$ cat src/rtl/seg_scan_reader_if.sv
// Bus bundle between a multiplexed 7-segment display driver (master) and the scan reader (slave).
// Carries the segment/digit-select pins plus the reconstructed frame outputs.
interface seg_scan_reader_if #(
    parameter int DIGITS = 4
);
    logic [6:0]          a_g;
    logic [DIGITS-1:0]   dig_sel;
    logic [4*DIGITS-1:0] value;
    logic                frame_valid;
    logic                frame_err;
    logic [DIGITS-1:0]   blank_mask;

    modport master (
        output a_g, dig_sel,
        input  value, frame_valid, frame_err, blank_mask
    );

    modport slave (
        input  a_g, dig_sel,
        output value, frame_valid, frame_err, blank_mask
    );
endinterface

$ cat src/rtl/seg_scan_reader.sv
// Reconstructs a multi-digit BCD value from multiplexed 7-segment pins via sync, stability filter and frame assembly.
// Define SEG_ACTIVE_LOW_EN for common-anode displays (segment and digit-select pins inverted).
module seg_scan_reader #(
    parameter int DIGITS        = 4,
    parameter int STABLE_CYCLES = 3
) (
    input  logic                 clk,
    input  logic                 rst_n,
    seg_scan_reader_if.slave     scan_if
);

    localparam int SW = DIGITS + 7;
    localparam int CW = (STABLE_CYCLES > 1) ? $clog2(STABLE_CYCLES) : 1;
    localparam logic [CW-1:0] CNT_MAX = CW'(STABLE_CYCLES - 1);

    logic [SW-1:0]       raw_in;
    logic [SW-1:0]       sync1_q, sync2_q, prev_q;
    logic [CW-1:0]       cnt_q, cnt_d;
    logic                dwell_q, dwell_d;
    logic [4*DIGITS-1:0] shadow_q, shadow_d;
    logic [DIGITS-1:0]   mask_q, mask_d;
    logic [DIGITS-1:0]   err_q, err_d;
    logic [DIGITS-1:0]   blank_q, blank_d;
    logic [4*DIGITS-1:0] value_q, value_d;
    logic                fv_q, fv_d;
    logic                ferr_q, ferr_d;
    logic [DIGITS-1:0]   bmask_q, bmask_d;

    logic [DIGITS-1:0]   s_sel;
    logic [6:0]          s_seg;
    logic                same, onehot, capture;
    logic [3:0]          seg_nib;
    logic                seg_err, seg_blank;

`ifdef SEG_ACTIVE_LOW_EN
    assign raw_in = ~{scan_if.dig_sel, scan_if.a_g};
`else
    assign raw_in = {scan_if.dig_sel, scan_if.a_g};
`endif

    assign s_sel = sync2_q[SW-1:7];
    assign s_seg = sync2_q[6:0];

    always_comb begin
        seg_nib   = 4'hE;
        seg_err   = 1'b1;
        seg_blank = 1'b0;
        case (s_seg)
            7'h7E: begin seg_nib = 4'h0; seg_err = 1'b0; end
            7'h30: begin seg_nib = 4'h1; seg_err = 1'b0; end
            7'h6D: begin seg_nib = 4'h2; seg_err = 1'b0; end
            7'h79: begin seg_nib = 4'h3; seg_err = 1'b0; end
            7'h33: begin seg_nib = 4'h4; seg_err = 1'b0; end
            7'h5B: begin seg_nib = 4'h5; seg_err = 1'b0; end
            7'h5F: begin seg_nib = 4'h6; seg_err = 1'b0; end
            7'h70: begin seg_nib = 4'h7; seg_err = 1'b0; end
            7'h7F: begin seg_nib = 4'h8; seg_err = 1'b0; end
            7'h7B: begin seg_nib = 4'h9; seg_err = 1'b0; end
            7'h00: begin seg_nib = 4'hF; seg_err = 1'b0; seg_blank = 1'b1; end
            default: ;
        endcase
    end

    // A dwell is one unbroken run of identical one-hot samples; it yields exactly one capture
    // once STABLE_CYCLES identical samples have been seen.
    always_comb begin
        same   = (sync2_q == prev_q);
        onehot = (s_sel != '0) && ((s_sel & (s_sel - DIGITS'(1))) == '0);

        if (same && onehot)
            cnt_d = (cnt_q == CNT_MAX) ? cnt_q : cnt_q + CW'(1);
        else
            cnt_d = '0;

        capture = onehot && (cnt_d == CNT_MAX) && !(same && dwell_q);
        dwell_d = capture || (same && onehot && dwell_q);

        shadow_d = shadow_q;
        mask_d   = mask_q;
        err_d    = err_q;
        blank_d  = blank_q;
        value_d  = value_q;
        fv_d     = 1'b0;
        ferr_d   = ferr_q;
        bmask_d  = bmask_q;

        if (capture) begin
            for (int i = 0; i < DIGITS; i++) begin
                if (s_sel[i]) begin
                    shadow_d[4*i +: 4] = seg_nib;
                    mask_d[i]          = 1'b1;
                    err_d[i]           = seg_err;
                    blank_d[i]         = seg_blank;
                end
            end
            if (&mask_d) begin
                value_d = shadow_d;
                fv_d    = 1'b1;
                ferr_d  = |err_d;
                bmask_d = blank_d;
                mask_d  = '0;
                err_d   = '0;
                blank_d = '0;
            end
        end
    end

    always_ff @(posedge clk or negedge rst_n) begin
        if (!rst_n) begin
            sync1_q  <= '0;
            sync2_q  <= '0;
            prev_q   <= '0;
            cnt_q    <= '0;
            dwell_q  <= 1'b0;
            shadow_q <= '0;
            mask_q   <= '0;
            err_q    <= '0;
            blank_q  <= '0;
            value_q  <= '0;
            fv_q     <= 1'b0;
            ferr_q   <= 1'b0;
            bmask_q  <= '0;
        end else begin
            sync1_q  <= raw_in;
            sync2_q  <= sync1_q;
            prev_q   <= sync2_q;
            cnt_q    <= cnt_d;
            dwell_q  <= dwell_d;
            shadow_q <= shadow_d;
            mask_q   <= mask_d;
            err_q    <= err_d;
            blank_q  <= blank_d;
            value_q  <= value_d;
            fv_q     <= fv_d;
            ferr_q   <= ferr_d;
            bmask_q  <= bmask_d;
        end
    end

    assign scan_if.value       = value_q;
    assign scan_if.frame_valid = fv_q;
    assign scan_if.frame_err   = ferr_q;
    assign scan_if.blank_mask  = bmask_q;

endmodule

$ cat src/flat_wrapper.sv
// flat-port wrapper written by rule: the top's interface ports become plain ports
module seg_scan_reader_flat 
#(
    parameter int DIGITS        = 4,
    parameter int STABLE_CYCLES = 3
)
  (clk, rst_n, scan_if_a_g, scan_if_dig_sel, scan_if_value, scan_if_frame_valid, scan_if_frame_err, scan_if_blank_mask);
  seg_scan_reader_if #(.DIGITS(DIGITS)) scan_if_i ();
  input  logic clk;
  input  logic rst_n;
  input wire logic [$bits(scan_if_i.a_g)-1:0] scan_if_a_g;
  input wire logic [$bits(scan_if_i.dig_sel)-1:0] scan_if_dig_sel;
  output wire logic [$bits(scan_if_i.value)-1:0] scan_if_value;
  output wire logic [$bits(scan_if_i.frame_valid)-1:0] scan_if_frame_valid;
  output wire logic [$bits(scan_if_i.frame_err)-1:0] scan_if_frame_err;
  output wire logic [$bits(scan_if_i.blank_mask)-1:0] scan_if_blank_mask;
  assign scan_if_i.a_g = scan_if_a_g;
  assign scan_if_i.dig_sel = scan_if_dig_sel;
  assign scan_if_value = scan_if_i.value;
  assign scan_if_frame_valid = scan_if_i.frame_valid;
  assign scan_if_frame_err = scan_if_i.frame_err;
  assign scan_if_blank_mask = scan_if_i.blank_mask;
  seg_scan_reader #(.DIGITS(DIGITS), .STABLE_CYCLES(STABLE_CYCLES)) u_core (.clk(clk), .rst_n(rst_n), .scan_if(scan_if_i));
endmodule
$ cat config.mk
export PLATFORM = sky130hd
export DESIGN_NAME = seg_scan_reader_flat
export DESIGN_NICKNAME = d
export VERILOG_FILES = /design/src/rtl/seg_scan_reader_if.sv /design/src/rtl/seg_scan_reader.sv /design/src/flat_wrapper.sv
export SDC_FILE = /design/constraint.sdc
export NUM_CORES = 1
export LEC_CHECK = 0
export CAP_MARGIN = 25
export CORE_ASPECT_RATIO = 2
export CORE_MARGIN = 5
export CORE_UTILIZATION = 25
export CTS_CLUSTER_SIZE = 30
export DETAILED_ROUTE_END_ITERATION = 16
export PLACE_DENSITY = 0.44
export SYNTH_ARGS = -nofsm -noshare
export SYNTH_HDL_FRONTEND = slang
export SYNTH_SLANG_ARGS = --single-unit
$ cat constraint.sdc
create_clock -name clk -period 3.4 [get_ports clk]
set_input_delay 0.68 -clock clk [delete_from_list [all_inputs] [get_ports clk]]
set_output_delay 0.68 -clock clk [all_outputs]
set_load 0.02 [all_outputs]
# [Yosys cells after proc, flatten, opt, wreduce, memory -nomap -nowiden]
# Index checks and enable logic that the tools add are counted.
[word_totals] romBits=0 word_cells=78 memories=0 latchBits=0 mem_bits_rw=0 register_bits=86 out_inout_bits=22
[op_classes] add_sub_neg=2 n_reduce_logical=15 muxes=34 n_eq_ne=13 shifts=0 multipliers=0 div=0 bitwise=1 magnitude_cmp=0
[op_table] op="7-bit == test (second input constant)" count=8
[op_table] op="4-bit one-hot mux with 11 select lines" count=1
[op_table] op="4-bit two-way mux" count=7
[op_table] op="1-bit two-way mux" count=24
[op_table] op="7-bit by 6-bit == test with 1-bit output (second input constant)" count=2
[op_table] op="11-bit == test" count=1
[op_table] op="11-bit OR reduction" count=1
[op_table] op="7-bit zero test" count=1
[op_table] op="1-bit logical AND" count=6
[op_table] op="5-bit AND reduction" count=1
[op_table] op="4-bit bitwise AND" count=1
[op_table] op="2-bit == test (second input constant)" count=2
[op_table] op="4-bit zero test" count=1
[op_table] op="2-bit two-way mux" count=2
[op_table] op="4-bit AND reduction" count=1
[op_table] op="4-bit nonzero test" count=1
[op_table] op="4-bit OR reduction" count=1
[op_table] op="4-bit by 1-bit subtractor with 4-bit output (second input constant)" count=1
[op_table] op="2-bit by 1-bit adder with 2-bit output (second input constant)" count=1
[op_table] op="1-bit zero test" count=1
[op_table] op="1-bit logical OR" count=1

# [Logic depth before layout (Yosys ltp)]
# Gate-level depths: netlist (run 1).
[depth] depth_word=13 depth_mapped=9 mapped_depth_nobuf=7

# [Worst setup path before layout (run 1)]
# Ideal clock, no wire load.
[synth_timing] kind="reg-to-reg" from="register u_core.cnt_q[0]" to="register u_core.shadow_q[11]" stages_incl_launch_ff=9 slack_ns=1.034 period_less_slack_ns=2.366 arrival_time_ns=2.241 n_path_buf=1 path_cell_list="dfrtp_1 -> inv_1 -> ha_1 -> or3b_1 -> nand4b_1 -> or4_4 -> buf_6 -> or2_4 -> mux2_4"
[synth_between] elab_chain_cells=6
[synth_lines] element="start, declared" line_no="seg_scan_reader.sv:18" source="logic [CW-1:0] cnt_q, cnt_d;"
[synth_lines] element="start signal, assigned" line_no="seg_scan_reader.sv:127" source="cnt_q <= cnt_d;"
[synth_lines] element="2-bit by 1-bit adder with 2-bit output / 2-bit == test (equally long branches)" line_no="seg_scan_reader.sv:71" source="cnt_d = (cnt_q == CNT_MAX) ? cnt_q : cnt_q + CW'(1);"
[synth_lines] element="2-bit two-way mux *" line_no="seg_scan_reader.sv:71"
[synth_lines] element="2-bit two-way mux *" line_no="seg_scan_reader.sv:70" source="if (same && onehot)"
[synth_lines] element="2-bit == test *" line_no="seg_scan_reader.sv:75" source="capture = onehot && (cnt_d == CNT_MAX) && !(same && dwell_q);"
[synth_lines] element="1-bit logical AND * (2 in series)" line_no="seg_scan_reader.sv:75"
[synth_lines] element="end signal, assigned" line_no="seg_scan_reader.sv:129" source="shadow_q <= shadow_d;"
[synth_lines] element="end, declared" line_no="seg_scan_reader.sv:20" source="logic [4*DIGITS-1:0] shadow_q, shadow_d;"
# Mark *: on every way between the ends. The rest lies on a longest branch, timed or not.
# A chain may end at the register's enable or synchronous reset.

# [Worst setup path in the final report (run 1)]
[layout_timing] from="register u_core.cnt_q[0]" to="register u_core.shadow_q[15]"
# The elaborated chain is that of the path after synthesis.

==> flow_metrics.py, run 1 <==
metrics = {
    "drt": {
        "viasPerCell": 4.60,
        "ant_nets": 0,
        "first_iter_violations": 109,
        "routedWlPerCell_um": 16.1,
        "drt_pass1_iterations": 4,
        "vias": 2560,
        "drt_drc_violations_left": 0,
        "wl_um": 8960,
    },
    "pwr": {
        "switching_share_pct": 22.1,
        "pwr-share-clk_pct": 45.7,
        "p_seq_share_pct": 48.9,
        "irDropWorstVdd_v": 0.000269,
        "powerDensity_nw_per_um2": 483,
        "pwr-share-comb_pct": 5.4,
        "p_leak_nw": 1.93,
        "p_int_mw": 1.70,
        "switchingPower_mw": 0.481,
    },
    "placed_design": {
        "numPortBuffers": 34,
        "gp_congestion": 0.777,
        "dp_slack_ns": 0.722,
        "dpl-instance-area_um2": 4210,
        "place_hpwl_um": 6540,
        "placedCellCount": 541,
    },
    "global_route": {
        "antenna_found_initial": 0,
        "grt_max_degree": 64,
        "grt_overflow": 0,
        "grtUsageTotal_pct": 11.3,
        "grt_pass1_vias": 2639,
        "grt_pass1_wl_um": 14900,
    },
    "die": {
        "core_area_um2": 14400,
        "boundaryPins": 35,
        "num_rows": 62,
        "start_util_pct": 25.5,
        "die_w_um": 95.5,
        "die_h_um": 181,
        "die_area_um2": 17300,
    },
    "timing": {
        "tns_ns": 0,
        "final_hold_viol_count": 0,
        "worst_slack_ns": 0.739,
        "min_period_over_period_pct": 78.3,
        "worstMarginPinSlew_ns": 0.708,
        "fmax_ghz": 0.376,
        "rsz0062_at_grt": "no",
        "skew_ns": 0.00937,
        "period_needed_ns": 2.66,
        "relSlewSlack_pct": 52.4,
        "drv_slew": 0,
        "setup_viol": 0,
        "hold_slack_ns": 0.251,
    },
    "clocking": {
        "htreeDepth": 3,
        "cts_resized": 0,
        "cts_buffer_depth": 2,
        "cts_tree": "built",
        "numCtsBuffers": 9,
        "cts_setup_buffers": 0,
        "cts_hold_buf": 0,
        "cts_root_buf": "clkbuf_16",
        "clock_latency_ns": 0.33,
        "cts_sinks": 86,
        "clk_pin_slew_ns": 0.06,
    },
    "synth": {
        "yosysSeqAreaShare_pct": 58.9,
        "ys_ff_latch": 86,
        "ys_warn_count": 0,
        "synth.distinct_cells": 47,
        "ys.flop_type": "dfrtp_1",
        "postSynth.asyncResetShare_pct": 100,
        "synth_area_per_cell_um2": 11.3,
        "syn-num-nets": 338,
        "syn_inst": 324,
        "synth_area_um2": 3650,
        "synth_edf_count": 0,
    },
    "setup_path": {
        "rrSetupSlack_ns": 0.74,
        "worstPathArrival_ns": 2.87,
        "critPathRequiredTime_ns": 3.61,
        "regToRegEndpoint": "u_core.shadow_q[15]$_DFFE_PN0P_",
        "worst_setup_path_start_kind": "flop",
        "reg2reg_from": "u_core.cnt_q[0]$_DFF_PN0_",
        "crit_path_max_fanout": 25,
        "crit_start": "u_core.cnt_q[0]$_DFF_PN0_",
        "critical_path_class": "reg2reg",
        "rr_worst_depth": 7,
        "end_kind": "flop",
    },
    "layout": {
        "layout.nets": 374,
        "drive_above_1_share_pct": 12.3,
        "final_area_um2": 4510,
        "area_delta_synth_final_pct": 23.5,
        "antenna_cells": 0,
        "stdcell_count": 557,
    },
    "job": {
        "drv_cap": 0,
    },
    "min_path": {
        "hold_path.class": "in2async",
    },
    "outcome": {
        "status": "finished clean",
    },
}
-- final cells by class --
class	instances	area (um^2)
Sequential cell	86	2150
Multi-Input combinational cell	211	1360
Tap cell	192	240
Fill cell	1488	9840
Inverter	10	37.5
Clock inverter	3	42.5
Clock buffer	13	260
Timing Repair Buffer	42	418
-- cells in the final DEF (no fill, tap or decap), types with 7 or more instances in the layout --
cell             count
a21oi_1             12
mux2i_1              7
o21ai_0             56
o22ai_1              7
buf_4                8
nor2_1              22
o21ai_1              8
clkbuf_16            9
nand2_1             10
dfrtp_1             86
clkdlybuf4s50_1     33
nand3_1              8
inv_1               10
mux2_2              10
xnor2_1             11
-- how the worst max path moves through the flow --
stage / endpoint / slack (ns) / cells after the start
floorplan: u_core.shadow_q[11]$_DFFE_PN0P_ / 1.03 / 8
finish: u_core.shadow_q[15]$_DFFE_PN0P_ / 0.74 / 7
detailed placement: u_core.shadow_q[15]$_DFFE_PN0P_ / 0.72 / 7
global placement: u_core.shadow_q[15]$_DFFE_PN0P_ / 0.75 / 7
CTS: u_core.shadow_q[15]$_DFFE_PN0P_ / 0.71 / 7
global route: u_core.shadow_q[15]$_DFFE_PN0P_ / 0.62 / 7
-- worst max-delay path, stage by stage (launching register included) --
cell and delay [ns]:
dfrtp_1 0.33, inv_1 0.04, ha_1 0.28, or3b_1 0.38, nand4b_1 0.18, or4_4 0.57
or2_0 0.42, mux2_2 0.34
-- state kept, by name, indices dropped and copies added, names as in the netlist, 4 cells and up --
| signal | count |
|---|---|
| u_core.scan_if.value | 16 |
| u_core.shadow_q | 16 |
| u_core.prev_q | 11 |
| u_core.sync1_q | 11 |
| u_core.sync2_q | 11 |
| u_core.blank_q | 4 |
| u_core.err_q | 4 |
| u_core.mask_q | 4 |
| u_core.scan_if.blank_mask | 4 |
-- synth_stat cells, types with 2 or more instances --
| cell | count | area [um^2] |
|---|---|---|
| o21ai_1 | 8 | 40.0 |
| dfrtp_1 | 86 | 2150 |
| nor4b_1 | 3 | 26.3 |
| mux2i_1 | 7 | 70.1 |
| mux2_4 | 2 | 30.0 |
| clkbuf_8 | 2 | 27.5 |
| mux2_2 | 10 | 113 |
| or2_2 | 2 | 12.5 |
| nand4b_1 | 2 | 17.5 |
| and2_1 | 4 | 25.0 |
| nand2_1 | 10 | 37.5 |
| nand3b_1 | 2 | 15.0 |
| xnor2_1 | 11 | 96.3 |
| nor3_1 | 2 | 10.0 |
| and4b_1 | 3 | 30.0 |
| a22oi_1 | 3 | 22.5 |
| o21a_1 | 2 | 15.0 |
| o22ai_1 | 7 | 43.8 |
| nand3_1 | 8 | 40.0 |
| nand4_1 | 5 | 31.3 |
| nor4bb_1 | 2 | 20.0 |
| nor2_1 | 22 | 82.6 |
| or2_0 | 3 | 18.8 |
| nor4_2 | 2 | 25.0 |
| inv_1 | 10 | 37.5 |
| a21oi_1 | 12 | 60.1 |
| clkbuf_1 | 11 | 41.3 |
| o31ai_1 | 5 | 37.5 |
| o21ai_0 | 56 | 280 |
| or4_4 | 2 | 22.5 |
| and3_1 | 3 | 18.8 |
| buf_6 | 2 | 22.5 |
-- routing by layer --
layer / vias to the layer above / track usage (%) / share of wire, %
li1: 1228 / - / -
met2: 53 / 20.4 / 56
met4: 0 / 4.45 / 1.9
met3: 8 / 2.04 / 3.1
met5: - / 0 / 0
met1: 1271 / 12.8 / 39
-- kinds of logic after synthesis --
kind of cell    count (synthesis)  share of synthesized area [%]
compound gates                 96                           14.5
xor+xnor                       12                           2.88
fa+ha+maj                       1                          0.342
buf+inv                        27                           3.87
flops                          86                           58.9
mux                            19                           5.82
simple gates                   83                           13.7
-- stage by stage --
stage          total power, mW  utilization [%]
3_3_place_gp              1.20             29.1
4_1_cts                   2.21             31.4
3_5_place_dp              1.21             29.3
2_1_floorplan             1.14                -
6_report                  2.18             31.4
5_1_grt                   2.26             31.4
-- power by group through the flow --
stage	combinational (mW)	clock [mW]	sequential, mW
global route	0.131	1.06	1.07
detailed placement	0.120	0	1.09
global placement	0.116	0	1.08
finish	0.117	0.997	1.07
CTS	0.121	1.03	1.07
floorplan	0.0685	0	1.07
Power figures use the tool's default switching activity.
==> inputs of run 2 (changes only) <==
--- a/config.mk
+++ b/config.mk
@@ -11,7 +11,7 @@
 export CORE_UTILIZATION = 25
 export CTS_CLUSTER_SIZE = 30
 export DETAILED_ROUTE_END_ITERATION = 16
-export PLACE_DENSITY = 0.44
+export PLACE_DENSITY = 0.46
 export SYNTH_ARGS = -nofsm -noshare
 export SYNTH_HDL_FRONTEND = slang
 export SYNTH_SLANG_ARGS = --single-unit
==> constraint.sdc (replaced) <==
create_clock -name clk -period 2.2 [get_ports clk]
set_input_delay 0.44 -clock clk [delete_from_list [all_inputs] [get_ports clk]]
set_output_delay 0.44 -clock clk [all_outputs]
set_load 0.02 [all_outputs]
==> flow_metrics.py, run 2 (synthesis gave the netlist of run 1 again) <==
metrics = {
    "drt": {
        "drt_pass1_iterations": 4,
        "first_iter_violations": 128,
        "ant_nets": 0,
        "viasPerCell": 4.56,
        "vias": 2742,
        "drt_drc_violations_left": 0,
        "routedWlPerCell_um": 16.0,
        "wl_um": 9620,
    },
    "timing": {
        "drv_slew": 0,
        "hold_slack_ns": -0.000822,
        "fmax_ghz": 0.418,
        "period_needed_ns": 2.39,
        "worst_slack_ns": -0.195,
        "worstMarginPinSlew_ns": 0.600,
        "final_hold_viol_count": 1,
        "relSlewSlack_pct": 59.6,
        "rsz0062_at_grt": "yes",
        "min_period_over_period_pct": 109,
        "skew_ns": 0.0107,
        "setup_viol": 44,
    },
    "setup_path": {
        "crit_path_max_fanout": 11,
        "slowest_stage": "or4_4",
        "cpPeakStageDelay_ns": 0.51,
        "end_kind": "flop",
        "worstPathArrival_ns": 2.63,
        "rr_worst_depth": 7,
        "reg2reg_from": "u_core.cnt_q[1]$_DFF_PN0_",
        "rrSetupSlack_ns": -0.19,
        "critical_path_class": "reg2reg",
        "regToRegEndpoint": "u_core.shadow_q[11]$_DFFE_PN0P_",
        "worst_setup_path_start_kind": "flop",
        "path_cells": "inv_1, ha_4, or3b_4, nand4b_1, or4_4, or2_4, mux2_4",
        "critPathRequiredTime_ns": 2.43,
    },
    "layout": {
        "layout.nets": 418,
        "antenna_cells": 0,
        "layout_commonest_cell": "dfrtp_1",
        "final_cell_mix": "dfrtp_1, buf_4, o21ai_0",
        "drive_above_1_share_pct": 26.7,
        "post-route-util_pct": 34.4,
        "area_delta_synth_final_pct": 35.0,
    },
    "global_route": {
        "grt_max_degree": 41,
        "grt_overflow": 0,
        "grt_pass1_wl_um": 15500,
        "grtUsageTotal_pct": 11.9,
        "antenna_found_initial": 0,
        "grt_pass1_vias": 2916,
    },
    "pwr": {
        "pwr-share-clk_pct": 45.1,
        "irDropWorstVdd_v": 0.000368,
        "p_leak_nw": 2.18,
        "pwr-share-comb_pct": 7.3,
        "p_int_mw": 2.63,
        "p_seq_share_pct": 47.6,
        "switching_share_pct": 23.2,
        "switchingPower_mw": 0.797,
        "powerDensity_nw_per_um2": 696,
    },
    "clocking": {
        "numCtsBuffers": 9,
        "htreeDepth": 3,
        "cts_sinks": 86,
        "cts_buffer_depth": 2,
        "cts_tree": "built",
        "cts_root_buf": "clkbuf_16",
        "clk_pin_slew_ns": 0.07,
        "clock_latency_ns": 0.34,
    },
    "min_path": {
        "hold_path.class": "in2async",
    },
    "die": {
        "start_util_pct": 25.5,
        "num_rows": 62,
        "die_area_um2": 17300,
        "boundaryPins": 35,
        "die_w_um": 95.5,
        "core_area_um2": 14400,
        "die_h_um": 181,
    },
    "job": {
        "drv_cap": 0,
    },
    "outcome": {
        "status": "finished with violations",
        "violations": "negative hold slack, negative setup slack",
    },
    "placed_design": {
        "numPortBuffers": 34,
        "place_hpwl_um": 7190,
        "gp_congestion": 0.823,
    },
}
==> run 2: final cells by class <==
class                   instances  area [um^2]
clock buffers                  11          243
clock inverters                 5         58.8
fillers                      1431         9420
inverters                      10         37.5
multi-input cells             211         1450
flip-flops and latches         86         2150
well taps                     192          240
repair buffers                 86          748
==> run 2: layer usage <==
metal	track usage [%]	part of all wire, %
met5	0	0
met2	21.3	55
met4	6.21	3.6
met1	12.7	39
met3	2.54	2.8
==> run 2: per-stage QoR <==
step	total power [mW]	setup TNS, ns	instance area [um^2]	cells	setup WS (ns)
finish	3.43	-4.88	4930	601	-0.195
detailed placement	1.91	-6.12	4520	584	-0.231
floorplan	1.77	-0.656	3650	324	-0.165
global route	3.57	-8.98	4930	601	-0.262
global placement	1.90	-3.85	4520	584	-0.162
CTS	3.47	-5.88	4840	600	-0.204
==> run 2: power groups by stage <==
stage / combinational, mW / clock [mW] / sequential, mW
after floorplan: 0.106 / 0 / 1.66
after global placement: 0.242 / 0 / 1.66
after detailed placement: 0.244 / 0 / 1.66
after CTS: 0.247 / 1.60 / 1.63
after global routing: 0.275 / 1.65 / 1.64
final: 0.250 / 1.55 / 1.63
==> run 2: worst max path at each step <==
stage / from / end / cells after the start
detailed placement: u_core.cnt_q[0]$_DFF_PN0_ / u_core.shadow_q[7]$_DFFE_PN0P_ / 7
global route: u_core.cnt_q[1]$_DFF_PN0_ / u_core.err_q[0]$_DFFE_PN0P_ / 7
CTS: u_core.cnt_q[0]$_DFF_PN0_ / u_core.err_q[0]$_DFFE_PN0P_ / 7
floorplan: u_core.cnt_q[0]$_DFF_PN0_ / u_core.shadow_q[11]$_DFFE_PN0P_ / 8
finish: u_core.cnt_q[1]$_DFF_PN0_ / u_core.shadow_q[11]$_DFFE_PN0P_ / 7
global placement: u_core.cnt_q[0]$_DFF_PN0_ / u_core.shadow_q[7]$_DFFE_PN0P_ / 7
==> run 2: timing repair <==
item,in CTS,in global routing
setup endpoints to repair,45,49
pin swaps,0,0
gates resized for setup,7,26
hold buffers,0,0
buffers inserted,0,1
==> run 2: worst max-delay path: cells and delay by family, from the launching register on <==
family | cells | cell delay (ns)
AND/OR/NAND/NOR | 4 | 1.34
flip-flops | 1 | 0.32
multiplexers | 1 | 0.30
buffers and inverters | 1 | 0.06
adder cells (fa/ha/maj) | 1 | 0.26
==> RTL change 1 (settings of run 1) <==
Take the reset off `value_q` and load it in a clocked block of its own.
--- a/src/rtl/seg_scan_reader.sv
+++ b/src/rtl/seg_scan_reader.sv
@@ -118,3 +118,2 @@
             blank_q  <= '0;
-            value_q  <= '0;
             fv_q     <= 1'b0;
@@ -132,3 +131,2 @@
             blank_q  <= blank_d;
-            value_q  <= value_d;
             fv_q     <= fv_d;
@@ -137,2 +135,6 @@
         end
+    end
+
+    always_ff @(posedge clk) begin
+        value_q <= value_d;
     end
Function: same outputs for any inputs over 10 cycles, from zero or initial values and one cycle with rst_n low; that may be too few to reach the edited logic, so the function may still have changed.
==> RTL change 1 against run 1 <==
Total power up 2.9%; cell area is 0.94% lower; highest routed layer unchanged; count of clock-buffer cells in the layout did not move; wire length down 15%; synthesized area decreased by 2.1%; core utilization about the same; synthesized cell count decreased by 13%; sequential cell count unchanged; combinational power decreased by 6%; worst hold slack improved by 0.097 ns; setup slack worse by 0.11 ns.
==> RTL change 1: results <==
group,metric,value,unit
clock_tree,clockRootBuffer,"clkbuf_16",
routing,wl_met2,3914,um
global_routing,track_usage,9.662,%
routing,top_layer,"met4",
synthesis,synth_edf_count,16,
clock_tree,numCtsBuffers,9,
clock_tree,cts_hold_buf,0,
routing,wl_met1,3193,um
routing,drtIter0Drc,95,
min_path,min_to,"u_core.sync2_q[5]",
power,max-vdd-ir-drop,0.2418,mV
critical_path,path_max_fanout,14,
timing,slew_headroom,29.61,%
finish,final_nets,334,
global_routing,grt_pass1_wl,12530,um
routing,firstDrtPassIters,4,
synthesis,async_reset_ff_share,81.40,%
synthesis,synth-xor-area-share,2.938,%
routing,vias,2305,
global_routing,grt_max_degree,48,
routing,wl_per_cell,14.72,um
placed_design,numPortBuffers,34,
synthesis,muxShareOfSynthArea,6.296,%
placed_design,place_congestion,0.7765,
synthesis,synth_area_leaders,"dfrtp_1, edfxtp_1, mux2_2, a21oi_1, nor2_1",
power,p_leak,1.845,nW
synthesis,synth_common_cells,"dfrtp_1, nor2_1, a21oi_1",
clock_tree,htree_levels,3,
synthesis,ys_types,51,
placed_design,place_hpwl,5526,um
global_routing,grt_pass1_vias,2431,
synthesis,synth_compound_area_share,12.49,%
critical_path,arrival,2.98,ns
finish,drive_gt1_share,18.15,%
routing,wl_met3,349,um
synthesis,synthAdderAreaFrac,0.3498,%
timing,setup_slack,0.6271,ns
placed_design,place_ws,0.3121,ns
routing,postRouteAntennaNets,0,
finish,fillCellCount,1407,
min_path,hold_class,"reg -> reg",
timing,fin_skew,0.008685,ns
synthesis,seq_area_frac_synth,62.40,%
critical_path,reg2reg_to,"u_core.scan_if.blank_mask[0]",
critical_path,timing.rr.start,"u_core.cnt_q[0]",
min_path,worstHoldPathCells,0,
placed_design,placed_area,4141,um^2
outcome,status,"finished, final reports clean",
timing,fin_worst_hold_slack,0.3476,ns
synthesis,synthesis.nets,296,
critical_path,ff2ff_path_depth,7,
timing,drv_slew,0,
min_path,hold_path.startpoint,"u_core.sync1_q[5]",
-- RTL change 1: cell count changes after synthesis, sizes merged, moves of 7 or more --
| cell | delta |
|---|---|
| edfxtp | +16 |
| xor2 | +11 |
| o21ai | -44 |
| a21oi | +11 |
| o22ai | -7 |
| dfrtp | -16 |
| mux2i | -7 |
| nor2 | +7 |
| mux2 | +8 |
| xnor2 | -11 |
-- RTL change 1: metal layers --
metal  track usage (%)  up-vias
met4             4.518        0
met5                 0        -
met3             2.100        8
met1             11.46     1144
met2             16.43       58
li1                  -     1095
-- RTL change 1: layout make-up --
class | count | area, um^2 | area share, %
flip-flops and latches | 86 | 2232 | 49.96
clock inverters | 3 | 68.82 | 1.540
inverters | 9 | 33.78 | 0.7561
repair buffers | 43 | 415.4 | 9.297
clock buffers | 13 | 250.2 | 5.601
well taps | 192 | 240.2 | 5.377
multi-input cells | 171 | 1227 | 27.47
-- RTL change 1: critical path, cell delays in order, from the launching register on --
cell	delay, ns
dfrtp_1	0.32
inv_1	0.04
ha_1	0.28
or3b_1	0.42
or4_1	0.48
or4_4	0.58
nor2_8	0.19
mux2_1	0.34
-- RTL change 1: cell families (layout without fill, tap and decap cells) --
group / count (synthesis) / after routing
compound gates: 65 / 65
flops: 86 / 86
xor+xnor: 12 / 12
simple gates: 73 / 73
mux: 20 / 20
fa+ha+maj: 1 / 1
buf+inv: 25 / 68
-- RTL change 1: power by group --
part | leakage [nW] | internal, mW | switching, mW | total [mW]
Sequential | 1.05 | 1.07 | 0.0247 | 1.10
Combinational | 0.644 | 0.0440 | 0.0659 | 0.110
Clock | 0.154 | 0.666 | 0.371 | 1.04
-- RTL change 1: worst max-delay path by stage --
stage / depth (start not counted) / from / end
global route: 7 / u_core.cnt_q[0] / u_core.scan_if.blank_mask[2]
detailed placement: 7 / u_core.cnt_q[0] / u_core.shadow_q[0]
global placement: 7 / u_core.cnt_q[0] / u_core.shadow_q[5]
CTS: 7 / u_core.cnt_q[0] / u_core.shadow_q[0]
finish: 7 / u_core.cnt_q[0] / u_core.scan_if.blank_mask[0]
floorplan: 4 / u_core.sync2_q[8] / u_core.scan_if.value[0]
-- RTL change 1: stage by stage --
stage | cells | power (mW)
after global routing | 517 | 2.329
after floorplan | 282 | 1.170
after global placement | 500 | 1.225
final | 517 | 2.242
after detailed placement | 500 | 1.226
after CTS | 516 | 2.275
==> RTL change 2 (flow settings as in run 1) <==
Without the edit above. Add a define of `SEG_ACTIVE_LOW_EN`.
--- a/src/rtl/seg_scan_reader.sv
+++ b/src/rtl/seg_scan_reader.sv
@@ -2,2 +2,4 @@
 // Define SEG_ACTIVE_LOW_EN for common-anode displays (segment and digit-select pins inverted).
+`define SEG_ACTIVE_LOW_EN
+
 module seg_scan_reader #(
Behaviour: no difference found for any inputs over 10 cycles, from zero or initial values and one cycle with rst_n low; that may be too few to reach the edited logic, so the function may still have changed.
==> RTL change 2 against run 1 <==
Sequential cell count stayed put; total power is 1.3% lower; cell area down 3.9%; setup slack lost 0.060 ns; clock skew fell by 0.00098 ns; wire length is 9.1% lower; synthesized area fell by 4.6%.
==> RTL change 2: results <==
group,metric,value,unit
synthesis,synth_area_leaders,"dfrtp_1, o21ai_0, nand2_1, inv_1, xnor2_1",
global_routing,grt_use_met2,19.12,%
synthesis,async_reset_ff_share,100.0,%
placed_design,place_congestion,0.7642,
placed_design,post-place-cells,534,
routing,totalWireLength,8143,um
finish,stdcell_count,550,
synthesis,muxShareOfSynthArea,3.589,%
critical_path,slowest_stage,"dfrtp_1",
outcome,status,"finished, final reports clean",
placed_design,numPortBuffers,34,
synthesis,seq_area_frac_synth,61.74,%
clock_tree,path_clk_slew,0.06,ns
timing,fin_worst_hold_slack,0.3456,ns
critical_path,cp_slowest_stage_delay,0.69,ns
routing,top_layer,"met4",
power,clock_power_share,45.8,%
timing,slew_headroom,49.85,%
routing,wl_met1,3098,um
synthesis,syn_avg_cell_area,10.76,um^2
finish,fillCellCount,1432,
routing,wl_met2,4530,um
timing,setup_slack,0.6787,ns
critical_path,path_max_fanout,41,
global_routing,track_usage,10.71,%
critical_path,cp-endpoint,"u_core.scan_if.value[1]",
global_routing,grt_pass1_wl,13320,um
global_routing,grtUsageMet3,2.255,%
finish,drive_gt1_share,8.310,%
clock_tree,htree_levels,3,
power,switchingPower,0.4981,mW
placed_design,place_ws,0.6149,ns
placed_design,placed_area,4039,um^2
synthesis,ys_types,45,
routing,vias,2387,
synthesis,synth-xor-area-share,2.764,%
routing,firstDrtPassIters,4,
critical_path,crit_start,"u_core.sync2_q[7]",
critical_path,crit_family,"compound AO/OA/AOI/OAI gates",
routing,wl_met3,286,um
placed_design,place_hpwl,5843,um
power,powerClk,0.985,mW
power,p_leak,1.911,nW
power,max-vdd-ir-drop,0.2543,mV
critical_path,arrival,3.01,ns
## RTL change 2: changes by cell type after synthesis, moves of 4 or more
cell and change:
a211oi_1 +4, a21o_1 +4, inv_1 +14, mux2_2 -7
nand2_1 +22, o21ai_0 -8, o21ai_1 -7, o22ai_1 -7
o31ai_1 -5
## RTL change 2: cell type report
class | count | area [um^2] | area share [%]
sequential | 86 | 2152 | 49.62
clock inverter | 7 | 72.57 | 1.673
tap | 189 | 236.5 | 5.453
clock buffer | 9 | 225.2 | 5.193
timing repair buffer | 39 | 387.9 | 8.944
inverter | 24 | 90.09 | 2.077
multi-input combinational | 196 | 1172 | 27.03
## RTL change 2: cells by family (layout without fill, tap and decap cells)
logic type | after synthesis | after routing
flops | 86 | 86
fa+ha+maj | 1 | 1
compound gates | 90 | 90
mux | 12 | 12
buf+inv | 42 | 79
simple gates | 82 | 82
xor+xnor | 11 | 11
